--- src/rtl/pc_fetch_unit_if.sv ---
// ============================================================================
// Module      : pc_fetch_unit_if
// Description : Instruction-memory request/ack bus and fetch-to-decode
//               valid/ready bus of the InstructionFetch stage.
// Revision    : 1.0 - initial release
// ============================================================================
`default_nettype none

interface pc_fetch_unit_if;
    // Instruction memory channel
    logic        imem_req;
    logic [31:0] imem_addr;
    logic        imem_ack;
    logic [31:0] imem_rdata;
    // Decode channel
    logic        if_valid;
    logic [31:0] if_instr;
    logic [31:0] if_pc;
    logic        id_ready;

    // Fetch unit side
    modport master (
        output imem_req,
        output imem_addr,
        input  imem_ack,
        input  imem_rdata,
        output if_valid,
        output if_instr,
        output if_pc,
        input  id_ready
    );

    // Memory / decode side
    modport slave (
        input  imem_req,
        input  imem_addr,
        output imem_ack,
        output imem_rdata,
        input  if_valid,
        input  if_instr,
        input  if_pc,
        output id_ready
    );
endinterface

`default_nettype wire

--- src/rtl/pc_fetch_unit.sv ---
// ============================================================================
// Module      : pc_fetch_unit
// Description : Program-counter register and instruction-fetch sequencer.
//               Holds the PC, exports PC+4, fetches one instruction at a time
//               over a req/ack memory bus and hands it to decode over a
//               valid/ready bus. A redirect squashes in-flight/held fetches.
//               Optional macro IF_PERF_CNT_EN adds fetch_cnt / stall_cnt.
// Revision    : 1.0 - initial release
// ============================================================================
`default_nettype none

module pc_fetch_unit #(
    parameter logic [31:0] RESET_PC = 32'h0000_0000
) (
    input  wire logic        clk,
    input  wire logic        rst_n,
    input  wire logic [31:0] next_pc,
    input  wire logic        redirect,
    output logic      [31:0] pc,
    output logic      [31:0] pc_plus4,
    pc_fetch_unit_if.master  bus
`ifdef IF_PERF_CNT_EN
    ,
    output logic      [31:0] fetch_cnt,
    output logic      [31:0] stall_cnt
`endif
);

    // Instruction addresses are word aligned; low bits are forced to zero.
    localparam logic [31:0] RESET_PC_ALIGNED = RESET_PC & ~32'h3;

    typedef enum logic [1:0] {
        ST_IDLE  = 2'd0,
        ST_REQ   = 2'd1,
        ST_HOLD  = 2'd2,
        ST_DRAIN = 2'd3
    } state_t;

    state_t      state_q,      state_d;
    logic [31:0] pc_q,         pc_d;
    logic [31:0] drain_addr_q, drain_addr_d;
    logic        if_valid_q,   if_valid_d;
    logic [31:0] if_instr_q,   if_instr_d;
    logic [31:0] if_pc_q,      if_pc_d;

    logic [31:0] next_pc_aligned;
    assign next_pc_aligned = next_pc & ~32'h3;

    // Next-state and datapath updates for the fetch sequencer.
    always_comb begin
        state_d      = state_q;
        pc_d         = pc_q;
        drain_addr_d = drain_addr_q;
        if_valid_d   = if_valid_q;
        if_instr_d   = if_instr_q;
        if_pc_d      = if_pc_q;

        case (state_q)
            ST_IDLE: begin
                state_d = ST_REQ;
            end
            ST_REQ: begin
                if (bus.imem_ack) begin
                    if (redirect) begin
                        // Returned word belongs to the squashed path.
                        pc_d = next_pc_aligned;
                    end else begin
                        if_valid_d = 1'b1;
                        if_instr_d = bus.imem_rdata;
                        if_pc_d    = pc_q;
                        state_d    = ST_HOLD;
                    end
                end else if (redirect) begin
                    // Memory still owes an ack for the current address; keep
                    // presenting it until that ack arrives.
                    pc_d         = next_pc_aligned;
                    drain_addr_d = pc_q;
                    state_d      = ST_DRAIN;
                end
            end
            ST_DRAIN: begin
                if (redirect) begin
                    pc_d = next_pc_aligned;
                end
                if (bus.imem_ack) begin
                    state_d = ST_REQ;
                end
            end
            ST_HOLD: begin
                if (redirect || bus.id_ready) begin
                    pc_d       = next_pc_aligned;
                    if_valid_d = 1'b0;
                    state_d    = ST_REQ;
                end
            end
            default: begin
                state_d = ST_IDLE;
            end
        endcase
    end

    // Sequencer and PC registers.
    always_ff @(posedge clk or negedge rst_n) begin
        if (!rst_n) begin
            state_q      <= ST_IDLE;
            pc_q         <= RESET_PC_ALIGNED;
            drain_addr_q <= 32'h0;
            if_valid_q   <= 1'b0;
            if_instr_q   <= 32'h0;
            if_pc_q      <= 32'h0;
        end else begin
            state_q      <= state_d;
            pc_q         <= pc_d;
            drain_addr_q <= drain_addr_d;
            if_valid_q   <= if_valid_d;
            if_instr_q   <= if_instr_d;
            if_pc_q      <= if_pc_d;
        end
    end

    // Outputs are registers or decoded from state only.
    assign pc            = pc_q;
    assign pc_plus4      = pc_q + 32'd4;
    assign bus.imem_req  = (state_q == ST_REQ) || (state_q == ST_DRAIN);
    assign bus.imem_addr = (state_q == ST_DRAIN) ? drain_addr_q : pc_q;
    assign bus.if_valid  = if_valid_q;
    assign bus.if_instr  = if_instr_q;
    assign bus.if_pc     = if_pc_q;

`ifdef IF_PERF_CNT_EN
    logic [31:0] fetch_cnt_q, fetch_cnt_d;
    logic [31:0] stall_cnt_q, stall_cnt_d;
    logic        accept;
    logic        stall;

    assign accept = (state_q == ST_HOLD) && bus.id_ready;
    assign stall  = ((state_q == ST_HOLD) && !bus.id_ready) ||
                    (((state_q == ST_REQ) || (state_q == ST_DRAIN)) && !bus.imem_ack);

    // Free-running event counters, wrapping naturally.
    always_comb begin
        fetch_cnt_d = fetch_cnt_q + {31'd0, accept};
        stall_cnt_d = stall_cnt_q + {31'd0, stall};
    end

    // Counter registers.
    always_ff @(posedge clk or negedge rst_n) begin
        if (!rst_n) begin
            fetch_cnt_q <= 32'h0;
            stall_cnt_q <= 32'h0;
        end else begin
            fetch_cnt_q <= fetch_cnt_d;
            stall_cnt_q <= stall_cnt_d;
        end
    end

    assign fetch_cnt = fetch_cnt_q;
    assign stall_cnt = stall_cnt_q;
`endif

endmodule

`default_nettype wire

--- src/flat_wrapper.sv ---
// flat-port wrapper written by rule: the top's interface ports become plain ports
module pc_fetch_unit_flat 
#(
    parameter logic [31:0] RESET_PC = 32'h0000_0000
)
  (clk, rst_n, next_pc, redirect, pc, pc_plus4, bus_imem_req, bus_imem_addr, bus_imem_ack, bus_imem_rdata, bus_if_valid, bus_if_instr, bus_if_pc, bus_id_ready);
  pc_fetch_unit_if bus_i ();
  input  wire logic clk;
  input  wire logic rst_n;
  input  wire logic [31:0] next_pc;
  input  wire logic redirect;
  output logic      [31:0] pc;
  output logic      [31:0] pc_plus4;
  output wire logic [$bits(bus_i.imem_req)-1:0] bus_imem_req;
  output wire logic [$bits(bus_i.imem_addr)-1:0] bus_imem_addr;
  input wire logic [$bits(bus_i.imem_ack)-1:0] bus_imem_ack;
  input wire logic [$bits(bus_i.imem_rdata)-1:0] bus_imem_rdata;
  output wire logic [$bits(bus_i.if_valid)-1:0] bus_if_valid;
  output wire logic [$bits(bus_i.if_instr)-1:0] bus_if_instr;
  output wire logic [$bits(bus_i.if_pc)-1:0] bus_if_pc;
  input wire logic [$bits(bus_i.id_ready)-1:0] bus_id_ready;
  assign bus_imem_req = bus_i.imem_req;
  assign bus_imem_addr = bus_i.imem_addr;
  assign bus_i.imem_ack = bus_imem_ack;
  assign bus_i.imem_rdata = bus_imem_rdata;
  assign bus_if_valid = bus_i.if_valid;
  assign bus_if_instr = bus_i.if_instr;
  assign bus_if_pc = bus_i.if_pc;
  assign bus_i.id_ready = bus_id_ready;
  pc_fetch_unit #(.RESET_PC(RESET_PC)) u_core (.clk(clk), .rst_n(rst_n), .next_pc(next_pc), .redirect(redirect), .pc(pc), .pc_plus4(pc_plus4), .bus(bus_i));
endmodule
--- config.mk ---
export PLATFORM = sky130hd
export DESIGN_NAME = pc_fetch_unit_flat
export DESIGN_NICKNAME = d
export VERILOG_FILES = /design/src/rtl/pc_fetch_unit_if.sv /design/src/rtl/pc_fetch_unit.sv /design/src/flat_wrapper.sv
export SDC_FILE = /design/constraint.sdc
export NUM_CORES = 1
export LEC_CHECK = 0
export CAP_MARGIN = 20
export CORE_MARGIN = 4
export CORE_UTILIZATION = 44
export DETAILED_ROUTE_END_ITERATION = 10
export PLACE_DENSITY = 0.82
export REMOVE_ABC_BUFFERS = 1
export SLEW_MARGIN = 0
export SYNTH_ARGS = -nofsm -noshare
export SYNTH_HDL_FRONTEND = slang
export SYNTH_SLANG_ARGS = --single-unit
--- constraint.sdc ---
create_clock -name clk -period 1.9 [get_ports clk]
set_input_delay 0.19 -clock clk [delete_from_list [all_inputs] [get_ports clk]]
set_output_delay 0.19 -clock clk [all_outputs]
set_load 0.02 [all_outputs]
* Yosys cells after proc, flatten, opt, wreduce, memory -nomap -nowiden
Cells that the tools add are included.
Word-level totals: flip-flop bits (word level) 131, output and inout bits 162, word-level logic and storage cells 44
Operators by class: add/subtract/negate cells 1, eq/ne operators 10, mux-type cells 14, bitwise logic cells 2, reductions and logical operators 11
Operator list (number):
- two-way mux 32 bit | 3
- case mux 32 bit (2 select lines) | 1
- adder 32 x 3 -> 32 bit, second input constant | 1
- two-way mux 2 bit | 5
- AND reduction 3 bit | 3
- case mux 2 bit (4 select lines) | 1
- AND reduction 4 bit | 2
- != test 2 bit, second input constant | 3
- != test 3 bit, second input constant | 2
- == test 2 bit, second input constant | 2
- != test 2 x 1 -> 1 bit, second input constant | 2
- nonzero test 2 bit | 2
- two-way mux 1 bit | 3
- == test 2 x 1 -> 1 bit, second input constant | 1
- logical NOT 2 bit | 1
- logical OR 1 bit | 2
- NOT 1 bit | 2
- case mux 1 bit (2 select lines) | 1
- OR reduction 2 bit | 1

* Longest topological paths before layout
Gate-level depths: netlist (run 1).
depth in word-level cells 4, mapped depth 6, depth with buffers taken out 5

* Worst setup path after synthesis (run 1)
OpenSTA, ideal clock, no wires.
path kind register to output, start point register u_core.pc_q[2], in the netlist u_core.pc[2], end point output pc_plus4[18], arrival 1.830 ns, slack -0.120 ns, stages on the path, launching flop included 6, path buffers 0, cells stage by stage dfrtp_1 -> ha_1 -> nand3_2 -> nor3_4 -> and3_1 -> xor2_1
Between the ends: longest elaborated chain between the ends 1
RTL lines:
- start, declared | RTL line pc_fetch_unit.sv:40 | logic [31:0] pc_q, pc_d;
- start signal, assigned | RTL line pc_fetch_unit.sv:113 | pc_q <= pc_d;
- adder 32 x 3 -> 32 bit | RTL line pc_fetch_unit.sv:123 | assign pc_plus4 = pc_q + 32'd4;
- end, declared | RTL line flat_wrapper.sv:13 | output logic [31:0] pc_plus4;
Every way passes these cells.

* Final worst setup path (run 1)
start point register u_core.pc_q[3], in the netlist u_core.pc[3], end point output pc_plus4[18]
Same word-level chain as after synthesis.

==> impl_metrics.json, run 1 <==
{
  "status": "finished with violations",
  "violations": "setup timing",
  "totalPowerFinal_uw": 12650,
  "grt_pass1_vias": 4719,
  "grt_use_total": 0.2299,
  "hold_viol_final": 0,
  "htreeDepth": 4,
  "syn_inst": 410,
  "cts_buffers": 17,
  "ys_seq_area_frac": 0.5435,
  "period_minus_slack_ns": 2.185,
  "clk_latency_ns": 0.41,
  "peakVddDrop_mv": 0.8690,
  "arrival_ns": 2.00,
  "drt_iter0_markers": 201,
  "ant_nets": 0,
  "avgSynthCellArea_sq_um": 14.04,
  "wirelength_um": 17130,
  "path_cells": "ha_2, nand3_4, nor3_4, buf_12, and3_1, xor2_1, buf_4",
  "die_h_um": 122.4,
  "place_congestion": 0.7947,
  "finalCritPeriodShare": 1.150,
  "setup_slack_ns": -0.2853,
  "end_kind": "primary output",
  "synth_seq_cells": 125,
  "viasPerCell": 5.039,
  "vias": 4399,
  "dr.pass1.iters": 5,
  "hp-class": "in2async",
  "synth_commonest_cells": "mux2_2 (150), dfrtp_1 (125), xnor2_1 (20)",
  "fmax_mhz": 457.6,
  "placed_area_sq_mm": 0.008474,
  "cp.required_ns": 1.71,
  "crit_family": "simple AND/OR/NAND/NOR gates",
  "cts.sinks": 125,
  "detail_route.wl_per_cell_um": 19.63,
  "setup_viol_count_final": 23,
  "drv_cap": 0,
  "critPathLaunchType": "flop",
  "area_growth_pct": 62.09,
  "synthArstFlopShare": 1.000,
  "reg2reg_depth": 4,
  "path_clk_slew_ns": 0.05,
  "grt_overflow": 0,
  "worstPathMaxFanout": 9,
  "crit_buf_inv": 2,
  "io_pins": 231,
  "crit_slowest_cell": "dfrtp_1",
  "synthAdderAreaFrac": 0.002174,
  "die_w_um": 122.4,
  "crit_cells": 7,
  "synth_cell_types": 30,
  "die_area_sq_mm": 0.01497,
  "row_count": 41,
  "worst_pin_slew_ns": 0.5435,
  "cts_tree": "done",
  "synth-compound-area-share": 0.006522,
  "start_util": 0.4524,
  "muxShareOfSynthArea": 0.2974,
  "cpPeakStageDelay_ns": 0.37,
  "synth_edf_count": 0,
  "relSlewSlack": 0.6377,
  "grt_pass1_wl_um": 26140,
  "final_area_sq_mm": 0.009329,
  "yosysMostFrequentCell": "mux2_2",
  "layout-drive-gt1-share": 0.4608,
  "rrSetupSlack_ns": 0.18,
  "synthFlopType": "dfrtp_1",
  "antenna_found_initial": 0,
  "synth_area_leaders": "dfrtp_1 (54%), mux2_2 (29%), xnor2_1 (3.0%)",
  "dp_hpwl_um": 11570,
  "synthDominantCellAreaShare": 0.5435,
  "leakagePower_uw": 0.004101,
  "grt_max_degree": 55,
  "clockBufferDepth": 2,
  "nFillCells": 886,
  "yosysTopAreaCell": "dfrtp_1",
  "fin_nets": 758,
  "powerDensity_mw_per_mm2": 1356,
  "synth_top_family_by_area": "multiplexers",
  "drv_slew": 0,
  "yosys_warnings": 0,
  "rsz0062_at_grt": "true",
  "root_buffer": "clkbuf_16",
  "skew_ns": 0.005735,
  "port_buffers": 220,
  "path_class": "reg2out",
  "synth-simple-area-share": 0.06435,
  "drc": 0,
  "core_sq_mm": 0.01272,
  "synth_xor_area_frac": 0.04261,
  "diodes": 0,
  "synth_area_sq_mm": 0.005756
}
sequential cells by signal (all words and copies together), names as in the netlist:
register / cells
u_core.bus.if_instr: 32
u_core.bus.if_pc: 30
u_core.bus.if_valid: 1
u_core.drain_addr_q: 30
u_core.pc: 30
u_core.state_q: 2
power by group:
part | switching, uW | internal, uW
sequential | 495 | 3550
combinational | 2610 | 2920
clock | 1120 | 1960
total | 4220 | 8430
placed cells by master (no fill, tap or decap), types with 4 or more instances in the layout:
cell type | synthesis | routed
o21ai_0 | 5 | 5
nand2_1 | 11 | 8
conb_1 | 1 | 8
nor2_1 | 7 | 6
xnor2_2 | 0 | 4
buf_12 | 0 | 10
nand3_1 | 11 | 7
mux2_4 | 0 | 18
buf_2 | 15 | 12
xnor2_1 | 20 | 16
clkbuf_16 | 0 | 18
mux2_2 | 150 | 132
xor2_1 | 8 | 8
clkbuf_8 | 0 | 5
nand4_1 | 7 | 7
and3_1 | 9 | 9
clkinv_2 | 0 | 6
clkdlybuf4s50_1 | 0 | 158
dfrtp_1 | 125 | 125
buf_4 | 11 | 71
buf_6 | 6 | 26
what timing repair did:
| item | 4_1_cts | 5_1_grt |
|---|---|---|
| hold buffers | 1 | 0 |
| endpoints found under the setup margin | 59 | 54 |
| gates resized for setup | 286 | 69 |
| hold endpoints to repair | 34 | 0 |
| buffers inserted | 5 | 10 |
| pin swaps | 3 | 16 |
| cloned | 3 | 1 |
per-layer routing:
layer | track usage | up-vias | part of all wire | wire length (um)
met1 | 0.2672 | 2195 | 0.37 | 6425
met2 | 0.3968 | 173 | 0.52 | 8979
met4 | 0.08467 | 0 | 0.020 | 338
met3 | 0.07512 | 28 | 0.081 | 1391
met5 | 0 | - | 0 | 0
li1 | - | 2003 | - | -
path summary, 6_finish.rpt:
| path | from | endpoint |
|---|---|---|
| worst min-delay path | rst_n | u_core.drain_addr_q[9] |
| worst max register to register | u_core.state_q[1] | u_core.drain_addr_q[17] |
| worst max-delay path | u_core.pc[3] | pc_plus4[18] |
| min in group clk | bus_imem_rdata[22] | u_core.bus.if_instr[22] |
| max in group asynchronous | rst_n | u_core.drain_addr_q[3] |
| worst min register to register | u_core.drain_addr_q[5] | u_core.drain_addr_q[5] |
cell type report:
type                       instances  area, sq um  area share
clock buffer                      25        505.5     0.05418
multi-input combinational        255         2611      0.2799
clock inverter                     7        60.06    0.006438
timing repair buffer             287         2801      0.3003
inverter                           2        7.507   0.0008047
tap                              172        215.2     0.02307
sequential                       125         3128      0.3353
cell families after synthesis:
kind of cell	after synthesis
AO/OA/AOI/OAI	7
XOR/XNOR	28
adder cells (fa/ha/maj)	1
buffers and inverters	37
flip-flops	125
multiplexers	152
other	1
AND/OR/NAND/NOR	59
metrics by stage:
stage	setup TNS [ns]	hold slack, ns	setup WS (ns)	utilization	std cells
4_1_cts	-4.518	0.2992	-0.2920	0.7167	867
3_5_place_dp	-4.413	0.1971	-0.3192	0.6661	826
5_1_grt	-6.476	0.3456	-0.3873	0.7333	873
2_1_floorplan	-72.80	-0.1056	-1.016	-	382
3_3_place_gp	-3.466	0.1986	-0.2772	0.6661	826
6_report	-3.750	0.2910	-0.2853	0.7333	873
No activity file was read; power rests on OpenSTA's default activity.
==> inputs of run 2 (changes only) <==
==> constraint.sdc (replaced) <==
create_clock -name clk -period 1.9 [get_ports clk]
set_input_delay 0.19 -clock clk [delete_from_list [all_inputs] [get_ports clk]]
set_output_delay 0.19 -clock clk [all_outputs]
set_load 0.1 [all_outputs]
==> run 2 against run 1 <==
- the run still ends with setup timing left
- hold slack improved by 0.10 ns
- clock skew decreased by 0.0016 ns
- sequential share of layout area down 2.7 points
- utilization up 6.5 points
- via count is 0.70% higher
- highest routed layer unchanged
==> impl_metrics.json, run 2 (synthesized netlist as in run 1, its figures left out) <==
{
  "status": "finished with violations",
  "violations": "setup timing",
  "worstPathMaxFanout": 9,
  "crit_cells": 6,
  "crit_top_cell": "buf_12",
  "crit_buf_inv": 2,
  "dp_hpwl_um": 11360,
  "reg2reg_depth": 5,
  "dr.pass1.iters": 4,
  "setup_viol_count_final": 26,
  "path_cells": "nand4_4, nor3_4, buf_12, and3_4, xor2_4, buf_12",
  "fin_cells": 869,
  "die_area_sq_mm": 0.01497,
  "critPathLaunchType": "flop",
  "crit_family": "simple AND/OR/NAND/NOR gates",
  "die_h_um": 122.4,
  "clockBufferDepth": 2,
  "crit_slowest_cell": "dfrtp_1",
  "cpPeakStageDelay_ns": 0.41,
  "clk_latency_ns": 0.41,
  "start_util": 0.4524,
  "path_clk_slew_ns": 0.05,
  "period_minus_slack_ns": 2.290,
  "htreeDepth": 4,
  "area_growth_pct": 76.41,
  "drv_cap": 0,
  "setup_slack_ns": -0.3902,
  "hold_viol_final": 0,
  "grt_overflow": 0,
  "grt_use_total": 0.2308,
  "grt_use_met1": 0.2751,
  "grt.met2_usage": 0.3944,
  "utilization": 0.7981,
  "grt_max_degree": 126,
  "rsz0062_at_grt": "true",
  "viasPerCell": 5.098,
  "wirelength_um": 17620,
  "drv_slew": 0,
  "seq_area_sq_mm": 0.003131,
  "placed_area_sq_mm": 0.008870,
  "worstHoldPathCells": 2,
  "nFillCells": 708,
  "most-common-layout-cells": "buf_4 (132), dfrtp_1 (123), mux2_2 (120)",
  "fin_nets": 759,
  "diodes": 0,
  "root_buffer": "clkbuf_16",
  "grt_pass1_vias": 4743,
  "final_common_cell": "buf_4",
  "skew_ns": 0.004097,
  "layout-drive-gt1-share": 0.6442,
  "worst_pin_slew_ns": 0.6763,
  "cts_tree": "done",
  "path_class": "reg2out",
  "dp_slack_ns": -0.01270,
  "finalCritPeriodShare": 1.205,
  "cts.sinks": 125,
  "top_usage_layer": "met2",
  "dp.cells": 820,
  "cp.required_ns": 1.71,
  "die_w_um": 122.4,
  "arrival_ns": 2.10,
  "core_sq_mm": 0.01272,
  "cts_buffers": 17,
  "drc": 0,
  "ant_nets": 0,
  "antenna_found_initial": 0,
  "hp-class": "in2reg",
  "place_congestion": 0.7750,
  "final_area_sq_mm": 0.01015,
  "io_pins": 231,
  "detail_route.wl_per_cell_um": 20.28,
  "grt_pass1_wl_um": 26140,
  "vias": 4430,
  "largest_reg_flops": 32,
  "end_kind": "primary output",
  "grt_util_met3": 0.07143,
  "multiInputGateArea_sq_mm": 0.002915,
  "row_count": 41,
  "fmax_mhz": 436.7,
  "relSlewSlack": 0.5491,
  "port_buffers": 220,
  "drt_iter0_markers": 248
}
[run 2: through the flow]
step,hold WS [ns],TNS (ns)
floorplan,-0.1056,-211.34
global placement,0.3429,0
detailed placement,0.3501,-0.07902
CTS,0.3749,-7.009
global route,0.3717,-9.567
finish,0.3909,-6.492
[run 2: path summary, 6_finish.rpt]
kind                                           start                 endpoint  slack (ns)
worst max-delay path                    u_core.pc[6]             pc_plus4[16]       -0.39
worst min-delay path               bus_imem_rdata[5]   u_core.bus.if_instr[5]        0.39
worst max register to register     u_core.state_q[1]  u_core.drain_addr_q[28]        0.03
worst min register to register  u_core.bus.if_pc[22]     u_core.bus.if_pc[22]        0.51
max in group asynchronous                      rst_n        u_core.state_q[0]        0.94
min in group asynchronous                      rst_n   u_core.drain_addr_q[8]        0.42
[run 2: routing by layer]
layer | vias to the layer above | wire length (um)
met3 | 19 | 1269
li1 | 1983 | -
met1 | 2246 | 6637
met5 | - | 0
met2 | 182 | 9406
met4 | 0 | 311
[run 2: timing repair]
action / CTS / global route
endpoints found under the setup margin: 56 / 56
gates resized for setup: 63 / 43
hold endpoints to repair: 125 / 0
hold buffers: 1 / 0
setup buffers: 5 / 14
pin swaps: 10 / 17
gates cloned: 2 / 1
[run 2: layout make-up]
class	count	share of cell area
flip-flops and latches	125	0.3083
clock buffers	25	0.04978
multi-input cells	255	0.2871
clock inverters	2	0.0009858
inverters	2	0.0007394
repair buffers	288	0.3319
well taps	172	0.02120
Power of run 2 is left out: the tool's default activity adds up to more than one toggle a clock period on the data nets, which glitch-free logic cannot reach.
